--- config.mk ---
export PLATFORM = sky130hd
export DESIGN_NAME = square_note_gen
export DESIGN_NICKNAME = d
export VERILOG_FILES = /design/src/rtl/square_note_pkg.sv /design/src/rtl/note_period_rom.sv /design/src/rtl/square_note_gen.sv
export SDC_FILE = /design/constraint.sdc
export NUM_CORES = 1
export LEC_CHECK = 0
export ABC_CLOCK_PERIOD_IN_PS = 3880
export CAP_MARGIN = 40
export CELL_PAD_IN_SITES_DETAIL_PLACEMENT = 0
export CELL_PAD_IN_SITES_GLOBAL_PLACEMENT = 2
export CORE_MARGIN = 8
export CORE_UTILIZATION = 35
export CTS_BUF_LIST = sky130_fd_sc_hd__clkbuf_2
export DETAILED_ROUTE_END_ITERATION = 16
export HOLD_SLACK_MARGIN = 0.15
export PLACE_DENSITY_LB_ADDON = 0.1
export SLEW_MARGIN = 20
export SYNTH_ARGS = -nofsm -noshare
export SYNTH_HDL_FRONTEND = slang
export SYNTH_SLANG_ARGS = --single-unit
--- constraint.sdc ---
create_clock -name clk -period 3.88 [get_ports clk]
set_input_delay 0.388 -clock clk [delete_from_list [all_inputs] [get_ports clk]]
set_output_delay 0.388 -clock clk [all_outputs]
set_load 0.02 [all_outputs]
--- src/rtl/square_note_pkg.sv ---
// Shared types and constants for the square-wave note generator and its
// period lookup.
package square_note_pkg;

    typedef logic [6:0] midi_t;

    typedef enum logic {
        IDLE    = 1'b0,
        PLAYING = 1'b1
    } state_t;

    localparam int MIDI_A4 = 69;
    localparam int A4_HZ   = 440;

    // Half-period in clock cycles for MIDI note n, rounded to nearest.
    function automatic longint half_period(input int n, input longint f_clk);
        real freq;
        real cycles;
        freq   = real'(A4_HZ) * (2.0 ** (real'(n - MIDI_A4) / 12.0));
        cycles = real'(f_clk) / (2.0 * freq);
        return longint'($rtoi(cycles + 0.5));
    endfunction

endpackage

--- src/rtl/note_period_rom.sv ---
// Combinational MIDI-note to half-period lookup, 128 entries, built at
// elaboration from the equal-tempered tuning formula.
module note_period_rom
    import square_note_pkg::*;
#(
    parameter int F_CLK    = 12_000_000,
    parameter int HP_WIDTH = 20
) (
    input  midi_t               midi,
    output logic [HP_WIDTH-1:0] hp
);

    logic [HP_WIDTH-1:0] rom [128];

    for (genvar i = 0; i < 128; i++) begin : g_entry
        localparam longint HP_FULL = half_period(i, longint'(F_CLK));

        // A zero entry would stall the counter; an oversized one would wrap.
        if (HP_FULL < 64'sd1 || HP_FULL >= (longint'(1) << HP_WIDTH)) begin : g_bad
            $error("note_period_rom: half-period out of range for a table entry");
        end

        assign rom[i] = HP_WIDTH'(HP_FULL);
    end

    assign hp = rom[midi];

endmodule

--- src/rtl/square_note_gen.sv ---
// Square-wave note synthesiser: plays the requested MIDI note as a 50% duty
// 1-bit waveform, switching pitch only on half-period boundaries.
module square_note_gen
    import square_note_pkg::*;
#(
    parameter int F_CLK    = 12_000_000,
    parameter int HP_WIDTH = 20
) (
    input  logic  clk,
    input  logic  reset,
    input  midi_t midi,
    input  logic  note_on,
    output logic  audio,
    output logic  active,
    output midi_t cur_midi
);

    state_t              state;
    state_t              state_next;
    logic [HP_WIDTH-1:0] cnt;
    logic [HP_WIDTH-1:0] cnt_next;
    logic [HP_WIDTH-1:0] hp;
    logic                audio_next;
    midi_t               cur_midi_next;

    note_period_rom #(
        .F_CLK    (F_CLK),
        .HP_WIDTH (HP_WIDTH)
    ) u_rom (
        .midi (midi),
        .hp   (hp)
    );

    always_ff @(posedge clk) begin
        if (reset) begin
            state    <= IDLE;
            audio    <= 1'b0;
            cnt      <= '0;
            cur_midi <= '0;
        end else begin
            state    <= state_next;
            audio    <= audio_next;
            cnt      <= cnt_next;
            cur_midi <= cur_midi_next;
        end
    end

    always_comb begin
        state_next    = state;
        audio_next    = audio;
        cnt_next      = cnt;
        cur_midi_next = cur_midi;
        unique case (state)
            IDLE: begin
                audio_next = 1'b0;
                if (note_on) begin
                    state_next    = PLAYING;
                    audio_next    = 1'b1;
                    cnt_next      = hp - HP_WIDTH'(1);
                    cur_midi_next = midi;
                end
            end
            PLAYING: begin
                if (!note_on && !audio) begin
                    // Released during a low phase: stop at once, line already low.
                    state_next = IDLE;
                    cnt_next   = '0;
                end else if (cnt == '0) begin
                    if (!note_on) begin
                        // Released high phase has completed: fall and stop.
                        state_next = IDLE;
                        audio_next = 1'b0;
                        cnt_next   = '0;
                    end else begin
                        audio_next    = ~audio;
                        cnt_next      = hp - HP_WIDTH'(1);
                        cur_midi_next = midi;
                    end
                end else begin
                    cnt_next = cnt - HP_WIDTH'(1);
                end
            end
            default: begin
                state_next = IDLE;
            end
        endcase
    end

    always_comb begin
        active = (state == PLAYING);
    end

endmodule
### Word level (Yosys, flattened, before mapping)

Memories as Yosys holds them, arrays and structs flattened.
Cells that the tools add are included.

| operators by class | value |
|---|---|
| $add $sub $neg | 2 |
| bitwise logic cells | 3 |
| shift-type cells | 0 |
| eq/ne operators | 3 |
| $lt $le $gt $ge | 1 |
| divide/modulo/power cells | 0 |
| multiply operators | 0 |
| reduce and logical (&&, ||, !) cells | 5 |
| mux-type cells | 19 |

Operators by type and width:

| kind | count |
|---|---|
| $mux 20 | 6 |
| $pmux 20 s2 | 1 |
| $sub 20x1->20 const B | 2 |
| $mux 7 | 3 |
| $logic_not 20->1 | 1 |
| $pmux 7 s2 | 1 |
| $ge 8x8->1 const B | 1 |
| $not 7->8 | 1 |
| $mux 1 | 6 |
| $ne 2x2->1 const B | 2 |
| $pmux 1 s2 | 2 |
| $logic_not 1->1 | 2 |
| $ne 2x1->1 const B | 1 |
| $not 1->1 | 2 |
| $reduce_and 2->1 | 1 |
| $logic_and 1x1->1 | 1 |

| storage, ports and cells | value |
|---|---|
| memories kept | 1 |
| bits in latches | 0 |
| bits in read-only memories | 2560 |
| bits in writable memories | 0 |
| register bits after elaboration | 29 |
| word-level logic and storage cells | 38 |
| input bits | 10 |

Memories:

| name | depth | width | read ports | clocked after Yosys merged registers in | write ports | line | text |
|---|---|---|---|---|---|---|---|
| (no name shown) | 128 | 20 | 1 | 0 | 0 | note_period_rom.sv:26 | `assign hp = rom[midi];` |

### Longest topological paths before layout

| logic depth | value |
|---|---|
| word-level depth | 9 |
| depth in mapped cells | 17 |
| depth with buffers taken out | 14 |

### Modules after synthesis

Synthesis repeated with hierarchy kept, for this count alone.

| second synthesis, totals | value |
|---|---|
| cells, all modules | 629 |
| area total of the unflattened synthesis | 4414.2 µm² |

Modules (own cells, without submodules):

| module | cells an instance | instances | area an instance (µm²) |
|---|---|---|---|
| note_period_rom | 385 | 1 | 2506.2 |
| square_note_gen | 244 | 1 | 1908.1 |

### Least setup slack after synthesis

Ideal clock, no wire load.

| timing path | value |
|---|---|
| kind | in2reg |
| start point | input port midi[1] |
| end point | register cnt[10] |
| stages | 16 |
| required time | 3821 ps |
| buffers on the path | 2 |
| data arrival time | 3544 ps |
| path slack | 277 ps |
| cells stage by stage | clkbuf_1 > inv_1 > ha_1 > buf_4 > nor2b_1 > o21ai_0 > o21ai_0 > a21o_1 > mux4_2 > inv_1 > ha_1 > o21ai_0 > and4bb_4 > mux2_4 > o211ai_1 > a22o_1 |

| between the ends | value |
|---|---|
| cells in the longest elaborated chain, start to end | 9 |

Ends and longest elaborated chain:

| what | line | text |
|---|---|---|
| start, declared | square_note_gen.sv:11 | `input midi_t midi,` |
| $not 7->8 (implied by the code) * | note_period_rom.sv:26 |  |
| $mem_v2 128x20 * | - |  |
| $mux 20 (implied by the code) * (2 in series) | note_period_rom.sv:26 |  |
| $sub 20x1->20 * | square_note_gen.sv:59, square_note_gen.sv:76 |  |
| $mux 20 | square_note_gen.sv:69 | `if (!note_on) begin` |
| $mux 20 | square_note_gen.sv:68 | `end else if (cnt == '0) begin` |
| $mux 20 | square_note_gen.sv:64 | `if (!note_on && !audio) begin` |
| $pmux 20 s2 * | square_note_gen.sv:53 | `unique case (state)` |
| end signal, assigned | square_note_gen.sv:43 | `cnt <= cnt_next;` |
| end, declared | square_note_gen.sv:20 | `logic [HP_WIDTH-1:0] cnt;` |

Mark *: on every way between the ends. The rest lies on a longest branch, timed or not. The select of a mux whose other input is x is not followed.
A chain may end at the register's enable or synchronous reset.

### Final worst setup path

| timing path | value |
|---|---|
| start point | input port midi[0] |
| end point | register cnt[16] |

The elaborated chain is that of the path after synthesis.

==> flow_summary.json <==
{
  "drive_above_1_share_pct": 14.3,
  "dpl_worst_slack_ns": 0.0729,
  "fin_crit_ns": 3.41,
  "dieArea_mm2": 0.0173,
  "ant_nets": 0,
  "fmax_mhz": 293,
  "r2r_cells": 10,
  "p_leak_nw": 2.00,
  "p_comb_share_pct": 57.3,
  "synthCells": 676,
  "synth_edf_count": 0,
  "nNetsFinal": 730,
  "p_per_area_mw_per_mm2": 263,
  "synth_area_leaders": "dfxtp_1 12%, a21oi_1 6.7%, nand2_1 6.0%, ha_1 5.6%, o21ai_0 5.6%",
  "synth-seq-area-share_pct": 12.4,
  "grt_first_pass_wirelength_um": 30300,
  "diodes": 0,
  "nFillCells": 1441,
  "clk_latency_ns": 0.41,
  "path_class": "input pin to flop",
  "whs_path_depth": 4,
  "vias_per_cell": 6.27,
  "fp.coreArea_mm2": 0.0131,
  "setup_ws_ns": 0.473,
  "die_w_um": 132,
  "die_h_um": 132,
  "finalHoldViolations": 0,
  "max-cap-violations": 0,
  "seqPwrFrac_pct": 26.4,
  "grt_pass1_vias": 5190,
  "rsz0062_at_grt": "no",
  "wire_per_inst_um": 22.0,
  "grt_max_degree": 76,
  "postCtsSetupBuffers": 0,
  "cts_tree": "built",
  "htree_num_levels": 2,
  "min_period_over_period_pct": 87.8,
  "rows": 42,
  "grt_overflow_total": 0,
  "worst_setup_path_end_kind": "flop",
  "path_max_fanout": 12,
  "clock_sinks": 29,
  "finalMaxSlewViolations": 0,
  "status": "complete, no violations",
  "holdBufCountCts": 0,
  "max-vdd-ir-drop_mv": 0.150,
  "grt_use_total_pct": 21.5,
  "syn-num-nets": 707,
  "skew_ns": 0.0335,
  "worstPathArrival_ns": 3.72,
  "clk_pin_slew_ns": 0.18,
  "drtPass1Iterations": 7,
  "initial_utilization_pct": 35.6,
  "wl_um": 19200,
  "start_kind": "input pin",
  "cts_resized": 0,
  "clkPwrFrac_pct": 16.3,
  "hpwl_um": 14300,
  "async_reset_ff_share_pct": 0,
  "area_delta_synth_final_pct": 13.0,
  "setup_viol": 0,
  "p_sw_mw": 0.642,
  "cts_buffers": 5,
  "required_ns": 4.19,
  "finalSetupTns_ns": 0,
  "synth_flop_cell": "dfxtp_1",
  "antenna_found_initial": 0,
  "drt_iter0_markers": 608,
  "vias": 5488,
  "ios": 19,
  "intPower_mw": 0.749,
  "syn-cell-area_mm2": 0.00468,
  "remaining_drc_errors": 0,
  "clockRootBuffer": "clkbuf_2",
  "ys_seq_elements": 29,
  "synth_cell_types": 80,
  "yosys.area.top_type": "dfxtp_1",
  "hold-worst-slack_ns": 0.470,
  "clk_path_buf_depth": 2,
  "slew_headroom_pct": 41.6,
  "port_buffers": 18,
  "finalPower_mw": 1.39,
  "sw_frac_of_total_pct": 46.2,
  "yosysTopAreaCellShare_pct": 12.4,
  "place_congestion": 0.960,
  "yosysWarnings": 0,
  "hold_class": "input pin to flop",
  "tightest_slew_ns": 0.865,
  "syn_avg_cell_area_um2": 6.92
}
metrics by stage:
step | instances | util (%) | area, µm²
6_report | 875 | 40.2 | 5290
5_1_grt | 875 | 40.2 | 5290
4_1_cts | 875 | 40.2 | 5290
3_5_place_dp | 868 | 39.8 | 5230
3_3_place_gp | 868 | 39.8 | 5230
2_1_floorplan | 676 | - | 4680
sequential cells by signal (all words and copies together), names as in the netlist:
| signal | count |
|---|---|
| active | 1 |
| cnt | 20 |
| audio | 1 |
| cur_midi | 7 |
synth_stat cells, types with 13 or more instances:
library cell / count
nand2_1: 75
a21oi_1: 63
nor2_1: 54
o21ai_0: 52
dfxtp_1: 29
buf_2: 24
clkbuf_1: 21
ha_1: 21
nand2b_1: 21
inv_1: 17
mux2i_1: 17
nor3_1: 17
nand3_1: 14
o22ai_1: 14
nor2b_1: 13
o211ai_1: 13
power groups by stage:
stage	sequential, mW	clock, mW	combinational [mW]
floorplan	0.366	0	0.521
global placement	0.372	0	0.785
detailed placement	0.372	0	0.778
CTS	0.366	0.228	0.782
global route	0.373	0.241	0.870
finish	0.367	0.226	0.798
cell families (layout without fill, tap and decap cells):
kind of cell	Yosys count	in the layout	synth area share (%)
xor+xnor	15	15	2.81
mux	30	30	8.18
buf+inv	81	104	8.59
fa+ha+maj	21	21	5.62
compound gates	251	251	35.4
simple gates	249	249	27.0
flops	29	29	12.4
cells in the final DEF, fill, tap and decap left out, drive strengths merged, types with 6 or more instances in the layout:
cell type,Yosys,layout
nand2,75,75
a21oi,63,63
buf,40,63
o21ai,58,58
nor2,55,55
dfxtp,29,29
nand2b,21,21
ha,21,21
inv,19,19
nor3,19,19
mux2i,18,18
o22ai,14,14
nand3,14,14
clkdlybuf4s50,0,14
o211ai,13,13
nor2b,13,13
a31oi,12,12
a211oi,11,11
a311oi,9,9
o311ai,9,9
or3,8,8
a22oi,8,8
xnor2,8,8
and2,7,7
o221ai,7,7
a211o,7,7
xor2,7,7
mux2,7,7
and3,6,6
nand3b,6,6
worst max-delay path, cell delays in order:
cell,delay [ns]
clkdlybuf4s50_1,0.48
inv_1,0.06
ha_1,0.40
buf_4,0.21
buf_4,0.19
mux2i_2,0.37
mux2i_1,0.13
a221oi_1,0.38
a211oi_1,0.12
a221oi_2,0.23
and3_1,0.25
and3_1,0.23
o21ai_1,0.09
a21oi_1,0.18
layout make-up:
cell class	instances	area [µm²]	area share, %
clock buffers	5	25.0	0.473
clock inverters	2	35.0	0.663
inverters	20	75.1	1.42
multi-input cells	566	3700	69.9
flip-flops and latches	29	581	11.0
well taps	176	220	4.16
repair buffers	77	656	12.4
per-layer routing:
layer	vias to the layer above	wire, µm	global-route usage, %
met4	0	436	5.36
met3	42	1540	4.92
met1	2630	9140	31.0
met5	-	0	0
met2	249	8110	31.2
li1	2567	-	-
path summary, 6_finish.rpt:
kind	start	to	slack, ns
max	midi[0]	cnt[16]$_SDFFE_PP0P_	0.47
min	midi[2]	cur_midi[2]$_SDFFE_PP0P_	0.47
max reg2reg	cnt[9]$_SDFFE_PP0P_	cnt[18]$_SDFFE_PP0P_	0.86
min reg2reg	cur_midi[4]$_SDFFE_PP0P_	cur_midi[4]$_SDFFE_PP0P_	0.47
No activity file was read; power rests on OpenSTA's default activity.
